==> src/rtl/screenmem_write_arbiter_pkg.sv <==
// Shared screen-memory constants, tile/code typedefs and writer FSM states.
// Ports: none (package scrmem_pkg).
package scrmem_pkg;

    localparam int SCR_COLS  = 40;
    localparam int SCR_ROWS  = 30;
    localparam int SCR_NLOC  = 1200;
    localparam int SCR_ABITS = $clog2(SCR_NLOC);
    localparam int SCR_DBITS = 4;

    typedef logic [SCR_ABITS-1:0] tile_addr_t;
    typedef logic [SCR_DBITS-1:0] chcode_t;

    typedef enum logic {
        FILL,
        SERVE
    } scrwr_state_e;

    // Unsigned range test for a tile address of any width up to 32 bits.
    function automatic logic addr_ok(input logic [31:0] addr,
                                     input int unsigned nloc);
        return addr < nloc;
    endfunction

endpackage

==> src/rtl/screenmem_write_arbiter_if.sv <==
// Requester/fill handshake plus registered screen-memory write bus.
// master: requesters and fill command; slave: the write arbiter.
interface screenmem_write_arbiter_if
    import scrmem_pkg::*;
#(
    parameter int Abits = SCR_ABITS,
    parameter int Dbits = SCR_DBITS
);

    logic             fill_req;
    logic [Dbits-1:0] fill_code;
    logic             fill_busy;

    logic             r0_valid;
    logic [Abits-1:0] r0_addr;
    logic [Dbits-1:0] r0_data;
    logic             r0_ready;

    logic             r1_valid;
    logic [Abits-1:0] r1_addr;
    logic [Dbits-1:0] r1_data;
    logic             r1_ready;

    logic             we;
    logic [Abits-1:0] waddr;
    logic [Dbits-1:0] wdata;
    logic             drop;

    modport master (
        output fill_req, fill_code,
        output r0_valid, r0_addr, r0_data,
        output r1_valid, r1_addr, r1_data,
        input  fill_busy, r0_ready, r1_ready,
        input  we, waddr, wdata, drop
    );

    modport slave (
        input  fill_req, fill_code,
        input  r0_valid, r0_addr, r0_data,
        input  r1_valid, r1_addr, r1_data,
        output fill_busy, r0_ready, r1_ready,
        output we, waddr, wdata, drop
    );

endinterface

==> src/rtl/screenmem_write_arbiter_rr_arb2.sv <==
// Two-way round-robin arbiter; prio flips to the other side after a grant.
// Ports: clk, reset_n, req[1:0], enable in; gnt[1:0] out (one-hot or 0).
module rr_arb2
    import scrmem_pkg::*;
(
    input  logic       clk,
    input  logic       reset_n,
    input  logic [1:0] req,
    input  logic       enable,
    output logic [1:0] gnt
);

    // 0 favours requester 0 on a tie, 1 favours requester 1.
    logic prio_q;

    always_comb begin
        gnt = 2'b00;
        if (enable) begin
            unique case (req)
                2'b11:   gnt = prio_q ? 2'b10 : 2'b01;
                default: gnt = req;
            endcase
        end
    end

    always_ff @(posedge clk or negedge reset_n) begin
        if (!reset_n) begin
            prio_q <= 1'b0;
        end else if (gnt[0]) begin
            prio_q <= 1'b1;
        end else if (gnt[1]) begin
            prio_q <= 1'b0;
        end
    end

endmodule

==> src/rtl/screenmem_write_arbiter.sv <==
// Screen-memory write port owner: full-screen fill engine plus 2-way RR arbiter.
// Ports: clk, reset_n, [vblank when SCRWR_VBLANK_GATE_EN], bus (slave modport).
module screenmem_write_arbiter
    import scrmem_pkg::*;
#(
    parameter int               Nloc       = SCR_NLOC,
    parameter int               Abits      = $clog2(Nloc),
    parameter int               Dbits      = SCR_DBITS,
    parameter logic [Dbits-1:0] RESET_CODE = '0
) (
    input  logic                      clk,
    input  logic                      reset_n,
`ifdef SCRWR_VBLANK_GATE_EN
    input  logic                      vblank,
`endif
    screenmem_write_arbiter_if.slave  bus
);

    localparam logic [Abits-1:0] LAST = Abits'(Nloc - 1);

    scrwr_state_e     state_q, state_d;
    logic [Abits-1:0] cnt_q, cnt_d;
    logic [Dbits-1:0] code_q, code_d;

    logic             we_q, we_d;
    logic [Abits-1:0] waddr_q, waddr_d;
    logic [Dbits-1:0] wdata_q, wdata_d;
    logic             drop_q, drop_d;

    logic             go;
    logic             arb_en;
    logic [1:0]       gnt;

`ifdef SCRWR_VBLANK_GATE_EN
    assign go = vblank;
`else
    assign go = 1'b1;
`endif

    rr_arb2 u_arb (
        .clk     (clk),
        .reset_n (reset_n),
        .req     ({bus.r1_valid, bus.r0_valid}),
        .enable  (arb_en),
        .gnt     (gnt)
    );

    always_comb begin
        state_d = state_q;
        cnt_d   = cnt_q;
        code_d  = code_q;
        we_d    = 1'b0;
        waddr_d = waddr_q;
        wdata_d = wdata_q;
        drop_d  = 1'b0;
        arb_en  = 1'b0;

        unique case (state_q)
            FILL: begin
                // fill_req is deliberately not looked at here.
                if (go) begin
                    we_d    = 1'b1;
                    waddr_d = cnt_q;
                    wdata_d = code_q;
                    if (cnt_q == LAST) begin
                        state_d = SERVE;
                        cnt_d   = '0;
                    end else begin
                        cnt_d = cnt_q + 1'b1;
                    end
                end
            end
            SERVE: begin
                if (bus.fill_req) begin
                    state_d = FILL;
                    cnt_d   = '0;
                    code_d  = bus.fill_code;
                end else begin
                    arb_en = go;
                    unique case (1'b1)
                        gnt[0]: begin
                            if (addr_ok(32'(bus.r0_addr), Nloc)) begin
                                we_d    = 1'b1;
                                waddr_d = bus.r0_addr;
                                wdata_d = bus.r0_data;
                            end else begin
                                drop_d = 1'b1;
                            end
                        end
                        gnt[1]: begin
                            if (addr_ok(32'(bus.r1_addr), Nloc)) begin
                                we_d    = 1'b1;
                                waddr_d = bus.r1_addr;
                                wdata_d = bus.r1_data;
                            end else begin
                                drop_d = 1'b1;
                            end
                        end
                        default: begin
                        end
                    endcase
                end
            end
            default: begin
                state_d = FILL;
            end
        endcase
    end

    always_ff @(posedge clk or negedge reset_n) begin
        if (!reset_n) begin
            state_q <= FILL;
            cnt_q   <= '0;
            code_q  <= RESET_CODE;
            we_q    <= 1'b0;
            waddr_q <= '0;
            wdata_q <= '0;
            drop_q  <= 1'b0;
        end else begin
            state_q <= state_d;
            cnt_q   <= cnt_d;
            code_q  <= code_d;
            we_q    <= we_d;
            waddr_q <= waddr_d;
            wdata_q <= wdata_d;
            drop_q  <= drop_d;
        end
    end

    assign bus.r0_ready  = gnt[0];
    assign bus.r1_ready  = gnt[1];
    assign bus.fill_busy = (state_q == FILL);
    assign bus.we        = we_q;
    assign bus.waddr     = waddr_q;
    assign bus.wdata     = wdata_q;
    assign bus.drop      = drop_q;

endmodule

==> src/flat_wrapper.sv <==
// flat-port wrapper written by rule: the top's interface ports become plain ports
module screenmem_write_arbiter_flat import scrmem_pkg::*;
#(
    parameter int               Nloc       = SCR_NLOC,
    parameter int               Abits      = $clog2(Nloc),
    parameter int               Dbits      = SCR_DBITS,
    parameter logic [Dbits-1:0] RESET_CODE = '0
)
  (clk, reset_n, bus_fill_req, bus_fill_code, bus_r0_valid, bus_r0_addr, bus_r0_data, bus_r1_valid, bus_r1_addr, bus_r1_data, bus_fill_busy, bus_r0_ready, bus_r1_ready, bus_we, bus_waddr, bus_wdata, bus_drop);
  screenmem_write_arbiter_if #(.Abits(Abits), .Dbits(Dbits)) bus_i ();
  input  logic clk;
  input  logic reset_n;
  input wire logic [$bits(bus_i.fill_req)-1:0] bus_fill_req;
  input wire logic [$bits(bus_i.fill_code)-1:0] bus_fill_code;
  input wire logic [$bits(bus_i.r0_valid)-1:0] bus_r0_valid;
  input wire logic [$bits(bus_i.r0_addr)-1:0] bus_r0_addr;
  input wire logic [$bits(bus_i.r0_data)-1:0] bus_r0_data;
  input wire logic [$bits(bus_i.r1_valid)-1:0] bus_r1_valid;
  input wire logic [$bits(bus_i.r1_addr)-1:0] bus_r1_addr;
  input wire logic [$bits(bus_i.r1_data)-1:0] bus_r1_data;
  output wire logic [$bits(bus_i.fill_busy)-1:0] bus_fill_busy;
  output wire logic [$bits(bus_i.r0_ready)-1:0] bus_r0_ready;
  output wire logic [$bits(bus_i.r1_ready)-1:0] bus_r1_ready;
  output wire logic [$bits(bus_i.we)-1:0] bus_we;
  output wire logic [$bits(bus_i.waddr)-1:0] bus_waddr;
  output wire logic [$bits(bus_i.wdata)-1:0] bus_wdata;
  output wire logic [$bits(bus_i.drop)-1:0] bus_drop;
  assign bus_i.fill_req = bus_fill_req;
  assign bus_i.fill_code = bus_fill_code;
  assign bus_i.r0_valid = bus_r0_valid;
  assign bus_i.r0_addr = bus_r0_addr;
  assign bus_i.r0_data = bus_r0_data;
  assign bus_i.r1_valid = bus_r1_valid;
  assign bus_i.r1_addr = bus_r1_addr;
  assign bus_i.r1_data = bus_r1_data;
  assign bus_fill_busy = bus_i.fill_busy;
  assign bus_r0_ready = bus_i.r0_ready;
  assign bus_r1_ready = bus_i.r1_ready;
  assign bus_we = bus_i.we;
  assign bus_waddr = bus_i.waddr;
  assign bus_wdata = bus_i.wdata;
  assign bus_drop = bus_i.drop;
  screenmem_write_arbiter #(.Nloc(Nloc), .Abits(Abits), .Dbits(Dbits), .RESET_CODE(RESET_CODE)) u_core (.clk(clk), .reset_n(reset_n), .bus(bus_i));
endmodule
==> config.mk <==
export PLATFORM = sky130hd
export DESIGN_NAME = screenmem_write_arbiter_flat
export DESIGN_NICKNAME = d
export VERILOG_FILES = /design/src/rtl/screenmem_write_arbiter_pkg.sv /design/src/rtl/screenmem_write_arbiter_if.sv /design/src/rtl/screenmem_write_arbiter_rr_arb2.sv /design/src/rtl/screenmem_write_arbiter.sv /design/src/flat_wrapper.sv
export SDC_FILE = /design/constraint.sdc
export NUM_CORES = 1
export LEC_CHECK = 0
export CAP_MARGIN = 0
export CORE_MARGIN = 2
export CORE_UTILIZATION = 48
export CTS_BUF_LIST = sky130_fd_sc_hd__clkbuf_8
export DETAILED_ROUTE_END_ITERATION = 8
export PLACE_DENSITY = 0.78
export SYNTH_ARGS = -nofsm -noshare
export SYNTH_HDL_FRONTEND = slang
export SYNTH_HIERARCHICAL = 1
export SYNTH_SLANG_ARGS = --single-unit
==> constraint.sdc <==
create_clock -name clk -period 3.6 [get_ports clk]
set_input_delay 0.72 -clock clk [delete_from_list [all_inputs] [get_ports clk]]
set_output_delay 0.72 -clock clk [all_outputs]
set_load 0.02 [all_outputs]
== Yosys cells after proc, flatten, opt, wreduce, memory -nomap -nowiden ==
Index checks and enable logic that the tools add are counted.

* Input bits: 39
* Output and inout bits: 20
* Logic and storage cells: 54
* Register bits after elaboration: 34

* Reduce and logical (&&, ||, !) cells: 3
* Eq/ne operators: 7
* Bitwise operators: 1
* Mux-type cells: 32
* Order comparisons: 2
* Add/subtract/negate cells: 1

{| class="wikitable"
|+ Operators with widths
! kind !! number
|-
| $pmux W11 S2 || 3
|-
| $mux W11 || 5
|-
| $lt A11 B11 Y1 const B || 2
|-
| $pmux W4 S2 || 2
|-
| $mux W1 || 12
|-
| $mux W4 || 3
|-
| $add A11 B1 Y11 const B || 1
|-
| $eq A11 B11 Y1 const B || 1
|-
| $ne A3 B3 Y1 const B || 3
|-
| $pmux W1 S2 || 4
|-
| $mux W2 || 3
|-
| $ne A2 B2 Y1 const B || 2
|-
| $reduce_and A4 Y1 || 1
|-
| $eq A2 B2 Y1 const B || 1
|-
| $reduce_and A2 Y1 || 1
|-
| $reduce_bool A2 Y1 || 1
|-
| $not A1 Y1 || 1
|}

== Logic depth before layout (Yosys ltp) ==
* Depth in word-level cells: 6
* Depth in mapped cells: 12
* Mapped depth without buffers: 8

== Hierarchy ==
Netlist, hierarchy kept.

{| class="wikitable"
|+ Modules (own cells, without submodules)
! module !! area an instance (µm²) !! seq. area each (µm²) !! instances !! cells an instance
|-
| screenmem_write_arbiter || 1,885.6 || 825.8 || 1 || 198
|-
| rr_arb2 || 61.3 || 25.0 || 1 || 8
|}

== Worst setup path after synthesis ==
OpenSTA, ideal clock, no wires.

* Path kind: in2reg
* From: in bus_fill_req
* To: reg u_core.waddr_q[1] (netlist: u_core/bus.waddr[1])
* Cell stages on the path: 11
* Data required time: 3,518 ps
* Path slack: 579 ps
* Path buffers: 4
* Arrival: 2,939 ps
* Setup time: 82 ps
* Cell sequence: nand2b_1 inv_1 nand2_1 a21oi_1 buf_2 o21ba_2 clkbuf_1 or3b_1 buf_2 buf_6 a31oi_1

* Word-level cells in the longest chain between the ends: 6
* Elaborated cells on any way between the ends: 11
* Those cells by class: 4 x eq/ne; 6 x mux; 1 x reduce/logical

{| class="wikitable"
|+ RTL lines
! what !! RTL line !! text
|-
| start, declared || flat_wrapper.sv:13 || <nowiki>input wire logic [$bits(bus_i.fill_req)-1:0] bus_fill_req;</nowiki>
|-
| $mux W1 * || screenmem_write_arbiter.sv:74 || <nowiki>if (bus.fill_req) begin</nowiki>
|-
| $mux W1 * || screenmem_write_arbiter.sv:58 || <nowiki>unique case (state_q)</nowiki>
|-
| named net u_core.arb_en || screenmem_write_arbiter.sv:31 || <nowiki>logic arb_en;</nowiki>
|-
| $mux W2 * || screenmem_write_arbiter_rr_arb2.sv:18 || <nowiki>if (enable) begin</nowiki>
|-
| named net bus_r1_ready || flat_wrapper.sv:23 || <nowiki>output wire logic [$bits(bus_i.r1_ready)-1:0] bus_r1_ready;</nowiki>
|-
| $pmux W11 S2 || screenmem_write_arbiter.sv:80 || <nowiki>unique case (1'b1)</nowiki>
|-
| $mux W11 || screenmem_write_arbiter.sv:74 ||
|-
| $pmux W11 S2 || screenmem_write_arbiter.sv:58 ||
|-
| end signal, assigned || screenmem_write_arbiter.sv:124 || <nowiki>waddr_q <= waddr_d;</nowiki>
|-
| end, declared || screenmem_write_arbiter.sv:26 || <nowiki>logic [Abits-1:0] waddr_q, waddr_d;</nowiki>
|}

Mark *: on every way through the listed nets, which the timed path passes. The rest lies on a longest branch. The select of a mux whose other input is x is not followed.
A chain may end at the register's enable or synchronous reset.

== Final worst setup path ==
* From: in bus_fill_req
* To: out bus_r0_ready

* Word-level cells in the longest chain between the ends: 3

{| class="wikitable"
|+ RTL lines
! what !! RTL line !! text
|-
| $mux W1 || screenmem_write_arbiter.sv:74 ||
|-
| $mux W1 || screenmem_write_arbiter.sv:58 ||
|-
| named net u_core.arb_en || screenmem_write_arbiter.sv:31 ||
|-
| $mux W2 || screenmem_write_arbiter_rr_arb2.sv:18 ||
|-
| end, declared || flat_wrapper.sv:22 || <nowiki>output wire logic [$bits(bus_i.r0_ready)-1:0] bus_r0_ready;</nowiki>
|}

The timed path passes the listed nets, and every way through them passes these cells.

==> run metrics <==
Synth Area per Inst 9.45 µm²; TritonCTS clock tree built; Detailed Route Iter0 Violations 207; critical path fanouts, max 7; placed cell areas 2590 µm²; CP bufs+invs 3; WL met3 roughly 300 µm; vias per cell 5.80; YS warnings 6; Comb pwr share 34.0%; worst-path cell chain clkdlybuf4s50_1 > nand2b_1 > inv_1 > nand2_1 > a21oi_1 > clkdlybuf4s50_1; drt drc 0; number of port buffers 58; CTS Hold Bufs 0; P_leak 1.09 nW; clock sink count 34; H-Tree Depth 2; ys async rst share 100%; synth unique cells 42; Yosys reg bits 34; Skew-Pair Late Insertion Delay 0.29 ns; post-layout instance area between 2000 and 3000 µm²; layout cells sized above 1 10.6%; antenna viol nets, final 0; area of the mapped netlist 1950 µm²; Hold Path Class flip-flop to flip-flop; pin count of the biggest net entering global routing 56; P&R area growth vs syn 39.9%; core area around 4000 µm²; Post-Syn Instances 206; Tcrit/Tclk final around nine tenths; WP data required around 2.9 ns; CTS buffer count 5; highest metal used met4; die height 67.7 µm; post-DP HPWL ~3.7 mm; dominant synthesized flop cell dfrtp_1; critical path arrival ~2.5 ns; Final min period 3.19 ns; via count of the routed design 1826; RSZ-0062 raised after global routing no; Die Area 4580 µm²; worst vdd ir 0.000461 V; Setup Skew 0.0101 ns; Clock power frac 27.0%; Setup CP Type input pin to primary output; setup TNS 0 ns; largest area contributor in the synthesized netlist dfrtp_1; clock root cell clkbuf_8; initial antenna violation count 0; syn_nets ~250; CP startpoint kind input pin; Die Wd slightly below 70 µm; Max-cap violations 0; final setup violation count 0; Worst-path clk slew 0.08 ns; Flop pwr share between 30 and 40%; run status completed; Internal 1.06 mW; Initial Util 49.4%; Seq/Total Area, Yosys a little over two fifths; # IOs between 50 and 60; Switch Pwr between 500 and 600 µW; Synth top area share a little over two fifths; fin. max-slew vios 0; Crit path largest cell delay between 0.6 and 0.7 ns; placed cell count 307; synth top area cells dfrtp_1 (44%), mux2i_1 (7.7%), o32ai_1 (6.3%); GRT Util Overall 24.8%; vias in the first global route between 1500 and 2000; Slew headroom 42.4%; Resized Gates After CTS 0; DR WL/cell 16.2 µm; number of flops mapped to enable cells by yosys 0; Slowest cell on crit path clkdlybuf4s50_1; met2 WL 2.45 mm; Final #Nets 304; endpoint class of the critical path primary output; first-pass GRT wire length ~8.2 mm; Met1 Wirelength 2.21 mm; Pwr per Cell Area roughly 580 nW/µm²; Top delay family on crit path buffers and inverters; post-route insts no fill 315; most used cell, CP clkdlybuf4s50_1; drt total wl 5.10 mm; Worst-Margin Slew approximately 0.86 ns; Clock Path Buffers 2; # diodes 0; RD Place Congestion 0.870; Setup Buffers After CTS 0; Core Rows 23; Hold Violations, Final 0; Switching Fraction 32.8%; fmax 0.314 GHz; total grt overflow 0; Pre-antenna DRT Iters 4
## worst reg2reg max path, delay by kind of cell, from the launching register on
kind | cells | cell delay [ns]
buffers and inverters | 3 | 0.73
and+or+nand+nor | 3 | 0.64
AOI/OAI and AO/OA | 3 | 0.55
DFF | 1 | 0.36
## logic make-up after synthesis
kind of cell	synth area share, %
fa+ha+maj	0.643
flops	43.7
buf+inv	8.10
simple gates	13.2
mux	10.0
compound gates	23.8
xor+xnor	0.450
## sequential cells by signal, indices dropped and copies added (netlist names)
name,flops
u_core/bus.wdata,4
u_core/bus.drop,1
u_core/cnt_q,11
u_core/state_q,1
u_core/code_q,4
u_core/bus.we,1
u_core/bus.waddr,11
u_core/u_arb/prio_q,1
## synthesized netlist by cell type, types with 2 or more instances
cell type,instances
clkbuf_1,9
a31o_2,2
a31oi_1,19
o21ai_0,7
buf_6,2
o32ai_1,14
inv_1,20
mux2i_1,15
dfrtp_1,34
buf_1,3
a22o_1,2
nand2_1,10
o22ai_1,2
and3_1,4
nand3_1,19
a41oi_1,2
nor2_1,4
a21oi_1,7
a211o_1,2
nand2b_1,2
mux2_2,4
buf_2,3
## final cells by class
class                      instances  area, µm²
clock buffer                       5       68.8
clock inverter                     3       68.8
fill                             315       1220
inverter                          20       75.1
multi-input combinational        135        942
sequential                        34        851
tap                               50       62.6
timing repair buffer              68        656
## cell usage in the layout, fill, tap and decap left out, types with 2 or more instances in the layout
cell             count
a31o_2               2
a211o_1              2
a31oi_1             19
clkdlybuf4s50_1     58
nand2_1             10
and3_1               4
clkbuf_8             5
mux2i_1             15
nor2_1               4
nand2b_1             2
buf_4               10
o22ai_1              2
a41oi_1              2
dfrtp_1             34
a21oi_1              6
mux2_2               4
nand3_1             19
inv_1               20
a21oi_2              2
o21ai_0              7
a22o_1               2
bufinv_16            2
o32ai_1             14
## metal layers
| metal | global-route usage, % | vias up |
|---|---|---|
| li1 | - | 886 |
| met1 | 30.8 | 871 |
| met2 | 40.3 | 58 |
| met3 | 6.67 | 11 |
| met4 | 10.7 | 0 |
| met5 | 0 | - |
## power groups by stage
stage / clock network (mW) / logic [mW] / registers (mW)
final: 0.425 / 0.536 / 0.614
after global routing: 0.449 / 0.587 / 0.637
after CTS: 0.433 / 0.538 / 0.613
after detailed placement: 0 / 0.533 / 0.621
after global placement: 0 / 0.526 / 0.618
after floorplan: 0 / 0.256 / 0.656
## through the flow
step | utilization, % | setup WS, ns | hold WS [ns] | power [mW]
2_1_floorplan | - | 0.579 | 0.424 | 0.912
3_3_place_gp | 65.6 | 0.501 | 0.489 | 1.14
3_5_place_dp | 65.6 | 0.421 | 0.498 | 1.15
4_1_cts | 69.1 | 0.440 | 0.515 | 1.58
5_1_grt | 69.1 | 0.348 | 0.538 | 1.67
6_report | 69.1 | 0.412 | 0.518 | 1.58
## worst paths after layout
kind,cells after the start,slack [ns],startpoint,to
max,6,0.41,bus_fill_req,bus_r0_ready
min,1,0.52,u_core/code_q[2],u_core/code_q[2]
max reg2reg,9,1.25,u_core/state_q,u_core/bus.waddr[5]
min reg2reg,1,0.52,u_core/code_q[2],u_core/code_q[2]
max in group asynchronous,2,2.45,reset_n,u_core/bus.waddr[1]
min in group asynchronous,2,0.84,reset_n,u_core/bus.waddr[10]
(Power assumes the default switching activity.)
==> RTL edit 1 (same settings) <==
`waddr_q` and `wdata_q` no longer have a reset.
--- a/src/rtl/screenmem_write_arbiter.sv
+++ b/src/rtl/screenmem_write_arbiter.sv
@@ -113,18 +113,19 @@
             cnt_q   <= '0;
             code_q  <= RESET_CODE;
             we_q    <= 1'b0;
-            waddr_q <= '0;
-            wdata_q <= '0;
             drop_q  <= 1'b0;
         end else begin
             state_q <= state_d;
             cnt_q   <= cnt_d;
             code_q  <= code_d;
             we_q    <= we_d;
-            waddr_q <= waddr_d;
-            wdata_q <= wdata_d;
             drop_q  <= drop_d;
         end
+    end
+
+    always_ff @(posedge clk) begin
+        waddr_q <= waddr_d;
+        wdata_q <= wdata_d;
     end
 
     assign bus.r0_ready  = gnt[0];
Behaviour: differs if reset_n is asserted again (counterexample within 4 cycles, from zero or initial values and one cycle with reset_n low); with reset_n held inactive, the same outputs for 10 cycles.
==> RTL edit 1 against the original RTL <==
Final area shrank 8.0%; total power fell by 24%; cell count fell by 12%; worst setup slack lost 0.12 ns; wire length decreased by 14%; area after synthesis fell by 8.5%; die area shrank 8.0%; sequential cell count unchanged; largest cell class is now flip-flops and latches; largest power group unchanged; highest routed layer unchanged.
==> RTL edit 1: results (changes against the original RTL) <==
[outcome]
outcome = complete, no violations

[drt]
dr.pass1.iters = 4  ; unchanged
first_iter_violations = 53  ; -74%
num_vias = 1464  ; -20%
avgRoutedWirePerCell_um = 15.7  ; -2.7%

[logic_synthesis]
synth_area_leaders = dfrtp_1 27%, edfxtp_1 25%, mux2i_1 7.9%
synthTopCellsByCount = 20 x nor2_1, 19 x dfrtp_1, 17 x a21oi_1
synth_cell_types = 39  ; -7.1%
synth-edff-count = 15  ; +15
synth.net_count = 207  ; -16%
async_reset_ff_frac = 0.559  ; -0.441
synthCells = 167  ; -19%
synth_seq_area_share = 0.520  ; +0.0826

[final_layout]
drive_gt1_frac = 0.109  ; +0.00351
fin_nets = 268  ; -12%
n_fill_cell = 262  ; -17%
antenna_cells = 0  ; unchanged

[global_routing]
use_met2 = 0.348  ; -0.0552
grt_pass1_vias = 1444  ; -16%
grt_max_degree = 40  ; -29%
grt_pass1_wl_um = 7080  ; -14%
met3_usage = 0.0521  ; -0.0146
gr-usage-met1 = 0.315  ; +0.00738
antenna_found_initial = 0  ; unchanged
track_usage = 0.223  ; -0.0247

[clock_network]
numCtsBuffers = 5  ; unchanged
cts_max_level = 2  ; unchanged
path_clk_slew_ns = 0.07
clock-root-buffer = clkbuf_8
post_cts_buffers = 0  ; unchanged
cts_max_path_buffers = 2  ; unchanged
clk-insertion-delay-late_ns = 0.28

[power_and_ir_drop]
vdd_drop_max_uv = 319  ; -31%
p_leak_nw = 0.951  ; -12%

[worst_setup_path]
path_delay_family = buffers and inverters
max_stage_delay_ns = 0.66
slowest_stage = clkdlybuf4s50_1
crit_arrival_ns = 2.59  ; +0.12 ns

[place]
dpl_cell_area_um2 = 2420  ; -6.3%
hpwlAfterDp_um = 3320  ; -9.4%
gp_congestion = 0.912  ; +4.9%

[timing]
slew_headroom = 0.186  ; -0.237
finClkSkew_ns = 0.00933  ; -0.000778 ns

[hold_path]
hold_path.class = reg2reg

RTL edit 1: cell types whose count changed in the layout (fill, tap and decap cells not counted), moves of 5 or more:
cell / unedited run / this run
o32ai_1: 14 / 0
inv_1: 20 / 3
a21oi_1: 6 / 16
dfrtp_1: 34 / 19
buf_4: 10 / 3
nor2_1: 4 / 20
nand3_1: 19 / 3
o21ai_0: 7 / 2
o21ai_1: 0 / 8
edfxtp_1: 0 / 15
a31oi_1: 19 / 2
RTL edit 1: cell families (layout without fill, tap and decap cells):
logic type	Yosys count	after routing	share of synthesized area
AO/OA/AOI/OAI	47	47	0.171
XOR/XNOR	2	2	0.00983
adder cells (fa/ha/maj)	1	1	0.00702
buffers and inverters	11	73	0.0260
flip-flops	34	34	0.520
multiplexers	18	18	0.104
AND/OR/NAND/NOR	54	54	0.162
RTL edit 1: power breakdown:
group | switching (mW) | internal [mW]
clock network | 0.131 | 0.131
logic | 0.161 | 0.189
registers | 0.0810 | 0.500
total | 0.374 | 0.820
RTL edit 1: metrics by stage:
step	worst slack, ns	hold slack [ns]	std cells	utilization
global route	0.153	0.531	277	0.695
floorplan	0.276	0.424	167	-
CTS	0.318	0.510	277	0.695
detailed placement	0.211	0.495	269	0.672
global placement	0.315	0.495	269	0.672
finish	0.294	0.508	277	0.695
RTL edit 1: worst register-to-register path, stage by stage (launching register included):
cell and delay [ns]:
dfrtp_1 0.36, nand2b_1 0.16, inv_2 0.16, nand2_1 0.10
a21oi_1 0.27, nor2_1 0.10, o31ai_2 1.00
RTL edit 1: area by class of cell:
| type | count | area [µm²] | area share |
|---|---|---|---|
| clock buffer | 5 | 68.8 | 0.0275 |
| clock inverter | 3 | 13.8 | 0.00549 |
| inverter | 4 | 15.0 | 0.00599 |
| multi-input combinational | 122 | 818 | 0.327 |
| sequential | 34 | 926 | 0.370 |
| tap | 48 | 60.1 | 0.0240 |
| timing repair buffer | 61 | 603 | 0.241 |
RTL edit 1: path summary, 6_finish.rpt:
path                             startpoint                   to  cells past startpoint  slack [ns]
max                            bus_fill_req         bus_r0_ready                      6        0.29
min                        u_core/code_q[3]     u_core/code_q[3]                      1        0.51
max reg2reg                  u_core/state_q  u_core/bus.wdata[1]                      6        1.07
min reg2reg                u_core/code_q[3]     u_core/code_q[3]                      1        0.51
max in group asynchronous           reset_n      u_core/cnt_q[5]                      1        2.11
min in group asynchronous           reset_n     u_core/cnt_q[10]                      1        0.94
RTL edit 1: routing by layer:
layer  vias to the layer above  part of all wire  routed length [µm]
met5                         -                 0                   0
met1                       673              0.47                2070
met2                        48              0.46                1990
li1                        737                 -                   -
met4                         0             0.013                  58
met3                         6             0.056                 244
==> RTL edit 2 (same flow settings) <==
Without the edit above. Change the package constant `SCR_NLOC` from 1200 to 300.
--- a/src/rtl/screenmem_write_arbiter_pkg.sv
+++ b/src/rtl/screenmem_write_arbiter_pkg.sv
@@ -4,7 +4,7 @@
 
     localparam int SCR_COLS  = 40;
     localparam int SCR_ROWS  = 30;
-    localparam int SCR_NLOC  = 1200;
+    localparam int SCR_NLOC  = 300;
     localparam int SCR_ABITS = $clog2(SCR_NLOC);
     localparam int SCR_DBITS = 4;
 
Interface: changed (resized bus_r0_addr, bus_r1_addr and bus_waddr); port bits go from 59 to 53. The function was not compared with the original's and may differ.
==> RTL edit 2 against the original RTL <==
Total power decreased by 0.88%; area after synthesis is 13% lower; clock power fell by 2%; final area down 12%; sequential power fell by 7.2%; critical path depth did not move; sequential cell count decreased by 4; maximum frequency down 4.3%; wire length down 18%; worst setup slack worse by 0.14 ns; critical endpoint unchanged; highest routed layer unchanged.
==> RTL edit 2: results (changes against the original RTL) <==
[place]
gp_congestion = 0.925  ; +6.4%
port_buffers = 52  ; -10%
hpwlAfterDp_um = 3080  ; -16%
dpl_cell_area_um2 = 2250  ; -13%
placedCellCount = 267  ; -13%
place_ws_ns = 0.282  ; -0.139 ns

[worst_setup_path]
slowest_stage = clkdlybuf4s50_1
crit_arrival_ns = 2.61  ; +0.14 ns
max_stage_delay_ns = 0.63  ; -0.02 ns
crit_fanout = 9  ; +2

[final_layout]
drive_gt1_frac = 0.0917  ; -0.0140
antenna_cells = 0  ; unchanged
n_fill_cell = 256  ; -19%
fin_nets = 264  ; -13%
fin_cells = 275  ; -13%

[global_routing]
grt_max_degree = 49  ; -13%
grt_pass1_vias = 1393  ; -19%
antenna_found_initial = 0  ; unchanged
track_usage = 0.211  ; -0.0367
grt_pass1_wl_um = 6600  ; -20%

[timing]
finClkSkew_ns = 0.00442  ; -0.00569 ns
slew_headroom = 0.629  ; +0.205

[outcome]
outcome = complete, no violations

[drt]
first_iter_violations = 74  ; -64%
dr_wl_met2_um = 2150  ; -12%
top_layer_used = met4
avgRoutedWirePerCell_um = 15.2  ; -6.0%
wl_met1_um = 1750  ; -21%
vias_per_cell = 5.67  ; -2.3%
met3_length_um = 239  ; -21%

[logic_synthesis]
yosysWarnings = 6  ; unchanged
async_reset_ff_frac = 1.00  ; unchanged
syn_area_per_cell_um2 = 9.62  ; +1.8%
synth_area_leaders = dfrtp_1 44%, mux2i_1 7.7%, o32ai_1 6.7%
synth.net_count = 212  ; -14%
synth_cell_types = 36  ; -14%
synth_seq_area_share = 0.443  ; +0.00644
synthTopCellsByCount = 30 x dfrtp_1, 18 x inv_1, 15 x nand3_1

[clock_network]
cts_max_path_buffers = 2  ; unchanged
clock-root-buffer = clkbuf_8
post_cts_buffers = 0  ; unchanged
numCtsBuffers = 5  ; unchanged
cts_max_level = 2  ; unchanged
path_clk_slew_ns = 0.06  ; -0.02 ns

[power_and_ir_drop]
p_leak_nw = 0.962  ; -11%
vdd_drop_max_uv = 410  ; -11%

## RTL edit 2: final timing paths
check | start | end | slack (ns) | cells after the start
setup / recovery | bus_fill_req | bus_r0_ready | 0.27 | 6
hold / removal | u_core/code_q[1] | u_core/code_q[1] | 0.53 | 1
hold reg to reg | u_core/code_q[1] | u_core/code_q[1] | 0.53 | 1
min in group asynchronous | reset_n | u_core/code_q[2] | 0.82 | 2
max in group asynchronous | reset_n | u_core/bus.we | 2.51 | 2
setup reg to reg | u_core/state_q | u_core/bus.waddr[0] | 1.22 | 8
## RTL edit 2: metal layers
layer	vias up	global-route usage
li1	759	-
met1	743	0.282
met2	51	0.347
met3	5	0.0393
met4	0	0.0652
met5	-	0
## RTL edit 2: cell families after synthesis
logic type | count (synthesis) | share of synthesized area
xor gates and xnor gates | 2 | 0.0103
AOI/OAI and AO/OA | 55 | 0.233
adders and majority gates | 1 | 0.00739
DFF | 30 | 0.443
and+or+nand+nor | 42 | 0.132
muxes | 17 | 0.103
buffers and inverters | 29 | 0.0702
## RTL edit 2: worst max-delay path, delay by kind of cell
kind / cells / cell delay, ns
AND/OR/NAND/NOR: 2 / 0.36
buffers and inverters: 3 / 1.33
AO/OA/AOI/OAI: 1 / 0.19
## RTL edit 2: power by group
part	internal [mW]	leakage, nW	switching, mW
clock network	0.295	0.0714	0.121
registers	0.467	0.374	0.103
logic	0.285	0.517	0.292
## RTL edit 2: area by class of cell
cell class              count  area [µm²]  share of cell area
clock inverters             2        60.1              0.0251
inverters                  18        67.6              0.0282
multi-input cells         117         827               0.345
clock buffers               6        82.6              0.0345
flip-flops and latches     30         751               0.313
repair buffers             56         551               0.230
well taps                  46        57.6              0.0240
